`config.mk`:
```
export PLATFORM = sky130hd
export DESIGN_NAME = serv_mtimer
export DESIGN_NICKNAME = d
export VERILOG_FILES = /design/src/rtl/serv_mtimer.sv
export SDC_FILE = /design/constraint.sdc
export NUM_CORES = 1
export LEC_CHECK = 0
export BUFFER_PORTS_ARGS = -buffer_cell sky130_fd_sc_hd__buf_2
export CORE_MARGIN = 2
export CORE_UTILIZATION = 40
export CTS_BUF_LIST = sky130_fd_sc_hd__clkbuf_2
export CTS_CLUSTER_DIAMETER = 40
export DETAILED_ROUTE_END_ITERATION = 10
export PLACE_DENSITY = 0.62
export SYNTH_ARGS = -nofsm -noshare
export SYNTH_HDL_FRONTEND = slang
export SYNTH_SLANG_ARGS = --single-unit
```
`constraint.sdc`:
```
create_clock -name i_clk -period 2.41 [get_ports i_clk]
set_input_delay 0.241 -clock i_clk [delete_from_list [all_inputs] [get_ports i_clk]]
set_output_delay 0.241 -clock i_clk [all_outputs]
set_load 0.02 [all_outputs]
```
`src/rtl/serv_mtimer.sv`:
```
// RISC-V machine timer (mtime/mtimecmp) as a 32-bit Wishbone slave with prescaled tick
// and a level interrupt raised while mtime >= mtimecmp.
module serv_mtimer #(
    parameter RESET_STRATEGY = "MINI",
    parameter int DIV = 1
) (
    input  logic        i_clk,
    input  logic        i_rst,
    input  logic        i_wb_cyc,
    input  logic        i_wb_we,
    input  logic [1:0]  i_wb_adr,
    input  logic [31:0] i_wb_dat,
    input  logic [3:0]  i_wb_sel,
    output logic [31:0] o_wb_rdt,
    output logic        o_wb_ack,
    output logic        o_mtip
);

    localparam bit FULL_RST = (RESET_STRATEGY != "NONE");
    localparam int PW = (DIV > 1) ? $clog2(DIV) : 1;
    localparam logic [PW-1:0] PRESC_MAX = PW'(DIV - 1);

    logic [63:0]   mtime_q, mtime_d;
    logic [63:0]   cmp_q, cmp_d;
    logic [31:0]   shadow_q, shadow_d;
    logic [31:0]   rdt_q, rdt_d;
    logic [PW-1:0] presc_q, presc_d;
    logic          mtip_q, mtip_d;
    logic          ack_q;
    logic          wr_en, rd_en, tick;

    function automatic logic [31:0] merge_bytes(input logic [31:0] old_v,
                                                input logic [31:0] new_v,
                                                input logic [3:0]  sel);
        logic [31:0] res;
        res = old_v;
        for (int b = 0; b < 4; b++) begin
            if (sel[b]) res[8*b +: 8] = new_v[8*b +: 8];
        end
        return res;
    endfunction

    always_comb begin
        wr_en    = i_wb_cyc & i_wb_we & ~ack_q;
        rd_en    = i_wb_cyc & ~i_wb_we & ~ack_q;
        tick     = (presc_q == PRESC_MAX);
        presc_d  = tick ? '0 : presc_q + 1'b1;
        mtime_d  = tick ? mtime_q + 64'd1 : mtime_q;
        cmp_d    = cmp_q;
        shadow_d = shadow_q;
        rdt_d    = rdt_q;
        mtip_d   = (mtime_q >= cmp_q);

        // A bus write to either mtime half overrides the tick and leaves the other half untouched.
        if (wr_en) begin
            case (i_wb_adr)
                2'd0: mtime_d = {mtime_q[63:32], merge_bytes(mtime_q[31:0], i_wb_dat, i_wb_sel)};
                2'd1: mtime_d = {merge_bytes(mtime_q[63:32], i_wb_dat, i_wb_sel), mtime_q[31:0]};
                2'd2: cmp_d   = {cmp_q[63:32], merge_bytes(cmp_q[31:0], i_wb_dat, i_wb_sel)};
                default: cmp_d = {merge_bytes(cmp_q[63:32], i_wb_dat, i_wb_sel), cmp_q[31:0]};
            endcase
        end

        // Reading the low word latches the high word so a lo-then-hi read never tears.
        if (rd_en) begin
            case (i_wb_adr)
                2'd0: begin
                    rdt_d    = mtime_q[31:0];
                    shadow_d = mtime_q[63:32];
                end
                2'd1:    rdt_d = shadow_q;
                2'd2:    rdt_d = cmp_q[31:0];
                default: rdt_d = cmp_q[63:32];
            endcase
        end
    end

    always_ff @(posedge i_clk) begin
        if (i_rst) ack_q <= 1'b0;
        else       ack_q <= i_wb_cyc & ~ack_q;
    end

    always_ff @(posedge i_clk) begin
        if (FULL_RST && i_rst) begin
            mtime_q  <= '0;
            presc_q  <= '0;
            cmp_q    <= '1;
            shadow_q <= '0;
            rdt_q    <= '0;
            mtip_q   <= 1'b0;
        end else begin
            mtime_q  <= mtime_d;
            presc_q  <= presc_d;
            cmp_q    <= cmp_d;
            shadow_q <= shadow_d;
            rdt_q    <= rdt_d;
            mtip_q   <= mtip_d;
        end
    end

    assign o_wb_rdt = rdt_q;
    assign o_wb_ack = ack_q;
    assign o_mtip   = mtip_q;

endmodule

```
# Word-level counts from Yosys, hierarchy flattened
# Cells that the tools add are included.
# totals
word_cells	75
out_inout_bits	34
register_bits	195
input_bits	42
# op_classes
n_bitwise	10
add_sub_neg	2
n_reduce_logical	20
eq_ne	12
muxes	9
magnitude_cmp	1
# ops
op	count
case mux 64 bit (2 select lines)	2
2-to-1 mux 64 bit	2
case mux 32 bit (3 select lines)	1
adder 64 x 1 -> 64 bit (second input constant)	1
greater-or-equal comparator 64 bit	1
2-to-1 mux 8 bit	4
AND reduction 4 bit	8
inequality test 3 bit (second input constant)	8
AND reduction 2 bit	9
AND 1 bit	5
NOT 1 bit	5
inequality test 2 bit (second input constant)	2
OR reduction 2 bit	2
equality test 2 x 1 -> 1 bit (second input constant)	1
equality test 2 bit (second input constant)	1
logical NOT 2 bit	1
adder 1 bit (second input constant)	1

# Longest topological paths before layout
# Gate-level depths: netlist of run 1.
# depth
word_depth	4
depth_mapped	8
depth_no_buf	8

# Worst setup path after synthesis of run 1
# Ideal clock, no wire load.
# synth_path
kind	register to register
from	reg ack_q, in the netlist o_wb_ack
to	reg mtime_q[20]
arrival_time_ps	2203
setup_time_ps	74
setup_slack_ps	133
path_buffers	1
stages_incl_launch_ff	8
t_required_ps	2336
period_less_slack_ps	2277
path_cell_list	dfxtp_1 and4bb_1 buf_2 or4_4 nor2_2 nand3_1 or4b_1 a31oi_1
# synth_via
elab_chain_cells	4
elab_cells_between_ends	6
classes_between	eq/ne (2); mux (1); bitwise (2); reduce/logical (1)
# synth_lines
item	line_no	rtl
start, declared	29	logic ack_q;
start signal, assigned	80	else ack_q <= i_wb_cyc & ~ack_q;
NOT 1 bit *	44	wr_en = i_wb_cyc & i_wb_we & ~ack_q;
AND 1 bit *	44	
inequality test 3 bit (no line) or inequality test 2 bit (tied branches)	--	
AND reduction 2 bit (no line)	--	
end signal, assigned	92	mtime_q <= mtime_d;
end, declared	23	logic [63:0] mtime_q, mtime_d;
# Every way passes the cells marked *; elsewhere a longest branch is shown, timed or not.
# A chain may end at the register's enable or synchronous reset.

# Worst setup path in the final report of run 1
# layout_path
from	reg mtime_q[17]
to	reg mtime_q[55]
# layout_via
elab_chain_cells	4
# layout_lines
item	line_no	rtl
adder 64 x 1 -> 64 bit *	48	mtime_d = tick ? mtime_q + 64'd1 : mtime_q;
2-to-1 mux 64 bit *	48	
case mux 64 bit (2 select lines)	56	case (i_wb_adr)
2-to-1 mux 64 bit *	55	if (wr_en) begin
# Marks and branches as above.

==> results.json, run 1 <==
{
  "fp.dieArea_um2": 28800,
  "hold_viol": 0,
  "track_usage_pct": 26.4,
  "root_buffer": "clkbuf_2",
  "critPathMaxFanout": 7,
  "post-route-util_pct": 48.8,
  "arrival_ns": 3.11,
  "rrSetupSlack_ns": 0.05,
  "grt_start_max_net_pins": 96,
  "hp-class": "in2reg",
  "top_usage_layer": "met2",
  "wl_per_cell_um": 20.4,
  "rsz0062_at_grt": "yes",
  "h-tree-depth": 4,
  "place_congestion": 0.948,
  "skew_ns": 0.0406,
  "dp.cells": 1784,
  "finalWorstSetupSlack_ns": 0.0453,
  "regArea_um2": 3920,
  "crit_start": "mtime_q[17]",
  "grt_pass1_wl_mm": 59.3,
  "synth_cells": 1333,
  "rr_worst_depth": 8,
  "multi_input_comb_area_um2": 6560,
  "final_max_slew_viol_count": 0,
  "grt_pass1_vias": 10600,
  "synth_edf_count": 0,
  "syn_nets": 1440,
  "reg2reg_from": "mtime_q[17]",
  "dr.first_iter.drc_count": 1043,
  "yosysWarnings": 0,
  "post-place-ws_ns": -0.169,
  "insertion_delay_ns": 0.79,
  "fin_crit_sh_pct": 98.1,
  "io_pins": 76,
  "die_y_um": 170,
  "core_um2": 27000,
  "clock-sinks": 195,
  "vias_per_cell": 5.89,
  "drc": 0,
  "num_vias": 11000,
  "nets": 1615,
  "met3_usage_pct": 4.78,
  "fin_cells": 1865,
  "initial_utilization_pct": 40.7,
  "critical_path.cell_chain": "nand3_1, nor3_2, nand3_1, buf_4, nor3_1, buf_4, a32oi_1, a21oi_1",
  "worst_path_max_delay_cell": "dfxtp_1",
  "power_density_nw_per_um2": 446,
  "areaGrowthSynthToFinish_pct": 19.9,
  "total_leakage_power_nw": 5.51,
  "fin_tns_setup_ns": 0,
  "clock_path_buffers": 2,
  "syn_area_per_cell_um2": 8.23,
  "synth_area_um2": 11000,
  "worst_hold_slack_ns": 0.0675,
  "status": "finished, final reports clean",
  "io_buffers": 75,
  "cp-endpoint": "mtime_q[55]",
  "maxCapViolations": 0,
  "critPathLaunchType": "flop",
  "first_pass_iters": 5,
  "max_stage_delay_ns": 0.54,
  "die_w_um": 170,
  "grt_overflow": 0,
  "grtUsageMet2_pct": 43.2,
  "relSlewSlack_pct": 53.3,
  "worstPathRequired_ns": 3.15,
  "antenna_found_initial": 2,
  "cts_buffers": 17,
  "worst_pin_slew_ns": 0.697,
  "fmax_mhz": 423,
  "met1_usage_pct": 35.7,
  "crit_path_end_kind": "flop",
  "synth_cell_types": 81,
  "nFillCells": 2654,
  "hpwl_mm": 27.6,
  "cts_tree": "done",
  "ys_seq_elements": 195,
  "fin_crit_ns": 2.36,
  "ys_dominant_reg_cell": "dfxtp_1",
  "setup_viol": 0,
  "rows": 60,
  "final_antenna_net_count": 0,
  "r2r_end": "mtime_q[55]",
  "vdd_drop_max_mv": 0.272,
  "layout-drive-gt1-share_pct": 20.5,
  "clk_pin_slew_ns": 0.30,
  "routed_wl_mm": 38.0,
  "worstSetupPathType": "reg2reg",
  "postSynth.asyncResetShare_pct": 0,
  "yosysSeqAreaShare_pct": 35.6
}
==> state kept, by name (all words and copies together), names as in the netlist <==
| signal | count |
|---|---|
| cmp_q | 64 |
| mtime_q | 64 |
| o_mtip | 1 |
| o_wb_ack | 1 |
| o_wb_rdt | 32 |
| presc_q | 1 |
| shadow_q | 32 |
==> kinds of logic (layout without fill, tap and decap cells) <==
kind of cell / after synthesis / after routing / synth area share [%]
compound gates: 319 / 319 / 18.6
fa+ha+maj: 65 / 65 / 7.41
buf+inv: 157 / 344 / 5.68
other cells: 1 / 5 / 0.0342
mux: 45 / 45 / 7.81
xor+xnor: 21 / 21 / 1.68
simple gates: 530 / 530 / 23.2
flops: 195 / 195 / 35.6
==> report_power, final <==
group / internal [mW] / switching, mW / leakage [nW]
Sequential: 3.32 / 0.0654 / 1.59
Combinational: 0.324 / 0.481 / 3.79
Clock: 0.405 / 1.27 / 0.135
Total: 4.05 / 1.81 / 5.51
==> layer usage <==
metal	vias to the layer above	routed length (um)
met4	2	986
li1	5199	-
met1	5265	16600
met5	-	10
met2	453	17500
met3	75	2880
==> layout make-up <==
type                    instances  area share [%]
clock buffers                  17           0.646
well taps                     341            3.24
clock inverters                14            1.13
inverters                      77            2.20
repair buffers                236            13.1
flip-flops and latches        195            29.8
diodes                          4          0.0761
multi-input cells             981            49.8
==> per-stage QoR <==
stage	power, mW	area (um^2)
floorplan	3.87	11000
detailed placement	4.18	12300
CTS	5.88	13000
global placement	4.17	12300
global route	6.10	13200
finish	5.86	13200
==> synthesized netlist by cell type, drive strengths merged, types with 3 or more instances <==
| cell type | number | area share [%] |
|---|---|---|
| o211ai | 67 | 4.6 |
| o21a | 6 | 0.41 |
| o32ai | 3 | 0.24 |
| xnor2 | 18 | 1.4 |
| dfxtp | 195 | 36 |
| and4 | 5 | 0.40 |
| xor2 | 3 | 0.24 |
| nor3 | 34 | 1.6 |
| or3 | 6 | 0.39 |
| nor4 | 16 | 1.2 |
| a311oi | 5 | 0.40 |
| or4 | 4 | 0.38 |
| clkbuf | 62 | 2.1 |
| o22ai | 7 | 0.40 |
| nand4 | 35 | 2.1 |
| a21oi | 122 | 5.6 |
| o21ai | 32 | 1.5 |
| and3 | 22 | 1.3 |
| ha | 65 | 7.4 |
| a31oi | 10 | 0.57 |
| mux2i | 8 | 0.73 |
| nand2 | 260 | 8.9 |
| mux4 | 32 | 6.6 |
| buf | 17 | 0.82 |
| and2 | 10 | 0.57 |
| nand2b | 4 | 0.23 |
| or2 | 3 | 0.17 |
| nor4b | 4 | 0.38 |
| inv | 77 | 2.6 |
| a22oi | 4 | 0.27 |
| nand3 | 57 | 2.7 |
| mux2 | 5 | 0.51 |
| a211oi | 34 | 2.3 |
| nor2 | 59 | 2.0 |
==> layout by cell type (no fill, tap or decap), types with 18 or more instances in the layout <==
cell type,instances
a211oi_1,34
buf_2,74
and3_1,21
xnor2_1,18
nor3_1,30
mux4_2,32
buf_4,117
ha_1,64
dlygate4sd3_1,42
a21oi_1,122
o211ai_1,67
nand2_1,260
nand4_1,34
nor2_1,55
inv_1,76
o21ai_0,32
nand3_1,53
dfxtp_1,183
==> worst min-delay path by stage <==
| stage | start | to | slack [ns] | cells past startpoint |
|---|---|---|---|---|
| after floorplan | i_wb_dat[0] | cmp_q[0] | 0.37 | 2 |
| after global placement | shadow_q[28] | shadow_q[28] | 0.44 | 2 |
| after detailed placement | o_wb_rdt[14] | o_wb_rdt[14] | 0.44 | 2 |
| after CTS | i_wb_adr[0] | mtime_q[37] | 0.001 | 4 |
| after global routing | i_wb_adr[1] | mtime_q[38] | 0.02 | 4 |
| final | i_wb_adr[1] | mtime_q[38] | 0.07 | 4 |
==> critical path, delay by kind of cell (launching register included) <==
kind                   cells  cell delay [ns]
DFF                        1             0.54
buffers and inverters      2             0.38
AOI/OAI and AO/OA          2             0.23
and+or+nand+nor            4             1.20
==> timing repair <==
| item | in CTS | in global routing |
|---|---|---|
| cloned | 0 | 0 |
| resized for setup | 7 | 27 |
| hold endpoints to repair | 176 | 1 |
| setup endpoints to repair | 2 | 24 |
| hold buffers | 41 | 1 |
| buffers inserted | 0 | 4 |
| pin swaps | 0 | 2 |
(Power assumes the default switching activity.)
==> run 2, diff against run 1 <==
REMOVE_ABC_BUFFERS = 1   (was unset)
==> run 2 against run 1 <==
Utilization is 0.94 points higher. Clock skew decreased by 0.0099 ns. Via count increased by 1.1%. Worst hold slack gained 0.16 ns. Critical endpoint is now mtime_q[34]. Maximum frequency barely moved. Largest cell class unchanged. Flip-flop and latch count did not move. Sequential share of layout area decreased by 0.58 points.
==> results.json, run 2 (synthesized netlist as in run 1, its figures left out) <==
{
  "p_total_mw": 5.97,
  "setup_viol": 0,
  "final_max_slew_viol_count": 0,
  "final_common_cell": "nand2_1",
  "maxCapViolations": 0,
  "skew_ns": 0.0307,
  "critPathLaunchType": "flop",
  "final_antenna_net_count": 0,
  "p_clk_share_pct": 29.5,
  "fin_crit_ns": 2.37,
  "fin_crit_sh_pct": 98.2,
  "clock-sinks": 195,
  "antenna_found_initial": 1,
  "clock_path_buffers": 2,
  "power_frac_seq_pct": 56.6,
  "hpwl_mm": 28.8,
  "die_w_um": 170,
  "worst_pin_slew_ns": 0.593,
  "worstSetupPathType": "reg2reg",
  "p_sw_mw": 1.82,
  "relSlewSlack_pct": 60.4,
  "place_congestion": 1.05,
  "h-tree-depth": 4,
  "vias_per_cell": 5.85,
  "vdd_drop_max_mv": 0.213,
  "insertion_delay_ns": 0.81,
  "layout_common_cells": "nand2_1 (260), dfxtp_1 (185), buf_4 (155)",
  "dr.first_iter.drc_count": 1239,
  "root_buffer": "clkbuf_2",
  "power_switching_share_pct": 30.5,
  "p_comb_share_pct": 13.9,
  "grt_pass1_vias": 10500,
  "areaGrowthSynthToFinish_pct": 22.2,
  "finalWorstSetupSlack_ns": 0.0433,
  "crit_path_end_kind": "flop",
  "core_um2": 27000,
  "nets": 1651,
  "layout-drive-gt1-share_pct": 22.4,
  "first_pass_iters": 8,
  "grt_start_max_net_pins": 75,
  "power_density_nw_per_um2": 445,
  "fp.dieArea_um2": 28800,
  "rows": 60,
  "track_usage_pct": 27.3,
  "drc": 0,
  "hp-class": "in2reg",
  "initial_utilization_pct": 40.7,
  "critPathMaxFanout": 6,
  "top_regs": "cmp_q: 64 flops, mtime_q: 64 flops",
  "post-place-ws_ns": -0.0489,
  "wl_per_cell_um": 20.4,
  "routed_wl_mm": 38.8,
  "hold_viol": 0,
  "cts_tree": "done",
  "die_y_um": 170,
  "status": "finished, final reports clean",
  "total_leakage_power_nw": 5.67,
  "worstPathRequired_ns": 3.14,
  "intPower_mw": 4.15,
  "grt_overflow": 0,
  "clk_pin_slew_ns": 0.31,
  "num_vias": 11100,
  "fmax_mhz": 423,
  "grt_pass1_wl_mm": 60.7,
  "io_buffers": 75,
  "io_pins": 76,
  "cts_buffers": 17,
  "arrival_ns": 3.10
}
[run 2: through the flow]
stage          cell area, um^2  TNS [ns]  util, %  hold WS [ns]  cells
2_1_floorplan            10600    -34.91        -         0.310   1253
3_3_place_gp             12600   -0.0904     46.7         0.438   1817
3_5_place_dp             12600   -0.0946     46.7         0.443   1817
4_1_cts                  13300         0     49.3         0.152   1893
5_1_grt                  13400   -0.0431     49.8         0.187   1899
6_report                 13400         0     49.8         0.225   1899
[run 2: critical path: stages, from the launching register on]
cell and delay [ns]:
dfxtp_4 0.44, nand4_1 0.24, buf_4 0.23, nor4_4 0.19, buf_4 0.19, nand4_1 0.16
buf_4 0.20, or3_1 0.35, a311oi_2 0.29
[run 2: area by class of cell]
cell class | count | area [um^2]
Clock inverter | 15 | 156
Fill cell | 2620 | 13500
Timing Repair Buffer | 272 | 1970
Sequential cell | 195 | 3920
Antenna cell | 1 | 2.50
Tap cell | 341 | 427
Inverter | 77 | 289
Multi-Input combinational cell | 981 | 6560
Clock buffer | 17 | 85.1
[run 2: final timing paths]
check | start | cells past startpoint | slack (ns) | endpoint
setup / recovery | mtime_q[15] | 8 | 0.04 | mtime_q[34]
hold / removal | i_wb_dat[21] | 4 | 0.22 | mtime_q[21]
setup reg to reg | mtime_q[15] | 8 | 0.04 | mtime_q[34]
hold reg to reg | o_wb_rdt[3] | 2 | 0.47 | o_wb_rdt[3]
[run 2: layer usage]
metal,share of wire [%],up-vias,GRT usage [%]
met5,0,-,0
met4,1.8,0,6.43
met3,6.7,46,4.55
met2,45,439,43.3
met1,46,5354,38.8
li1,-,5271,-
[run 2: power by group through the flow]
stage	Combinational [mW]	Sequential, mW	Clock, mW
4_1_cts	0.825	3.38	1.81
3_3_place_gp	0.762	3.43	0
3_5_place_dp	0.769	3.43	0
2_1_floorplan	0.325	3.47	0
6_report	0.833	3.38	1.76
5_1_grt	0.905	3.39	1.91
[run 2: what timing repair did]
item	CTS	global route
setup endpoints to repair	10	21
setup buffers	2	6
pin swaps	1	3
gates resized for setup	6	26
hold buffers	42	0
endpoints found under the hold margin	178	0
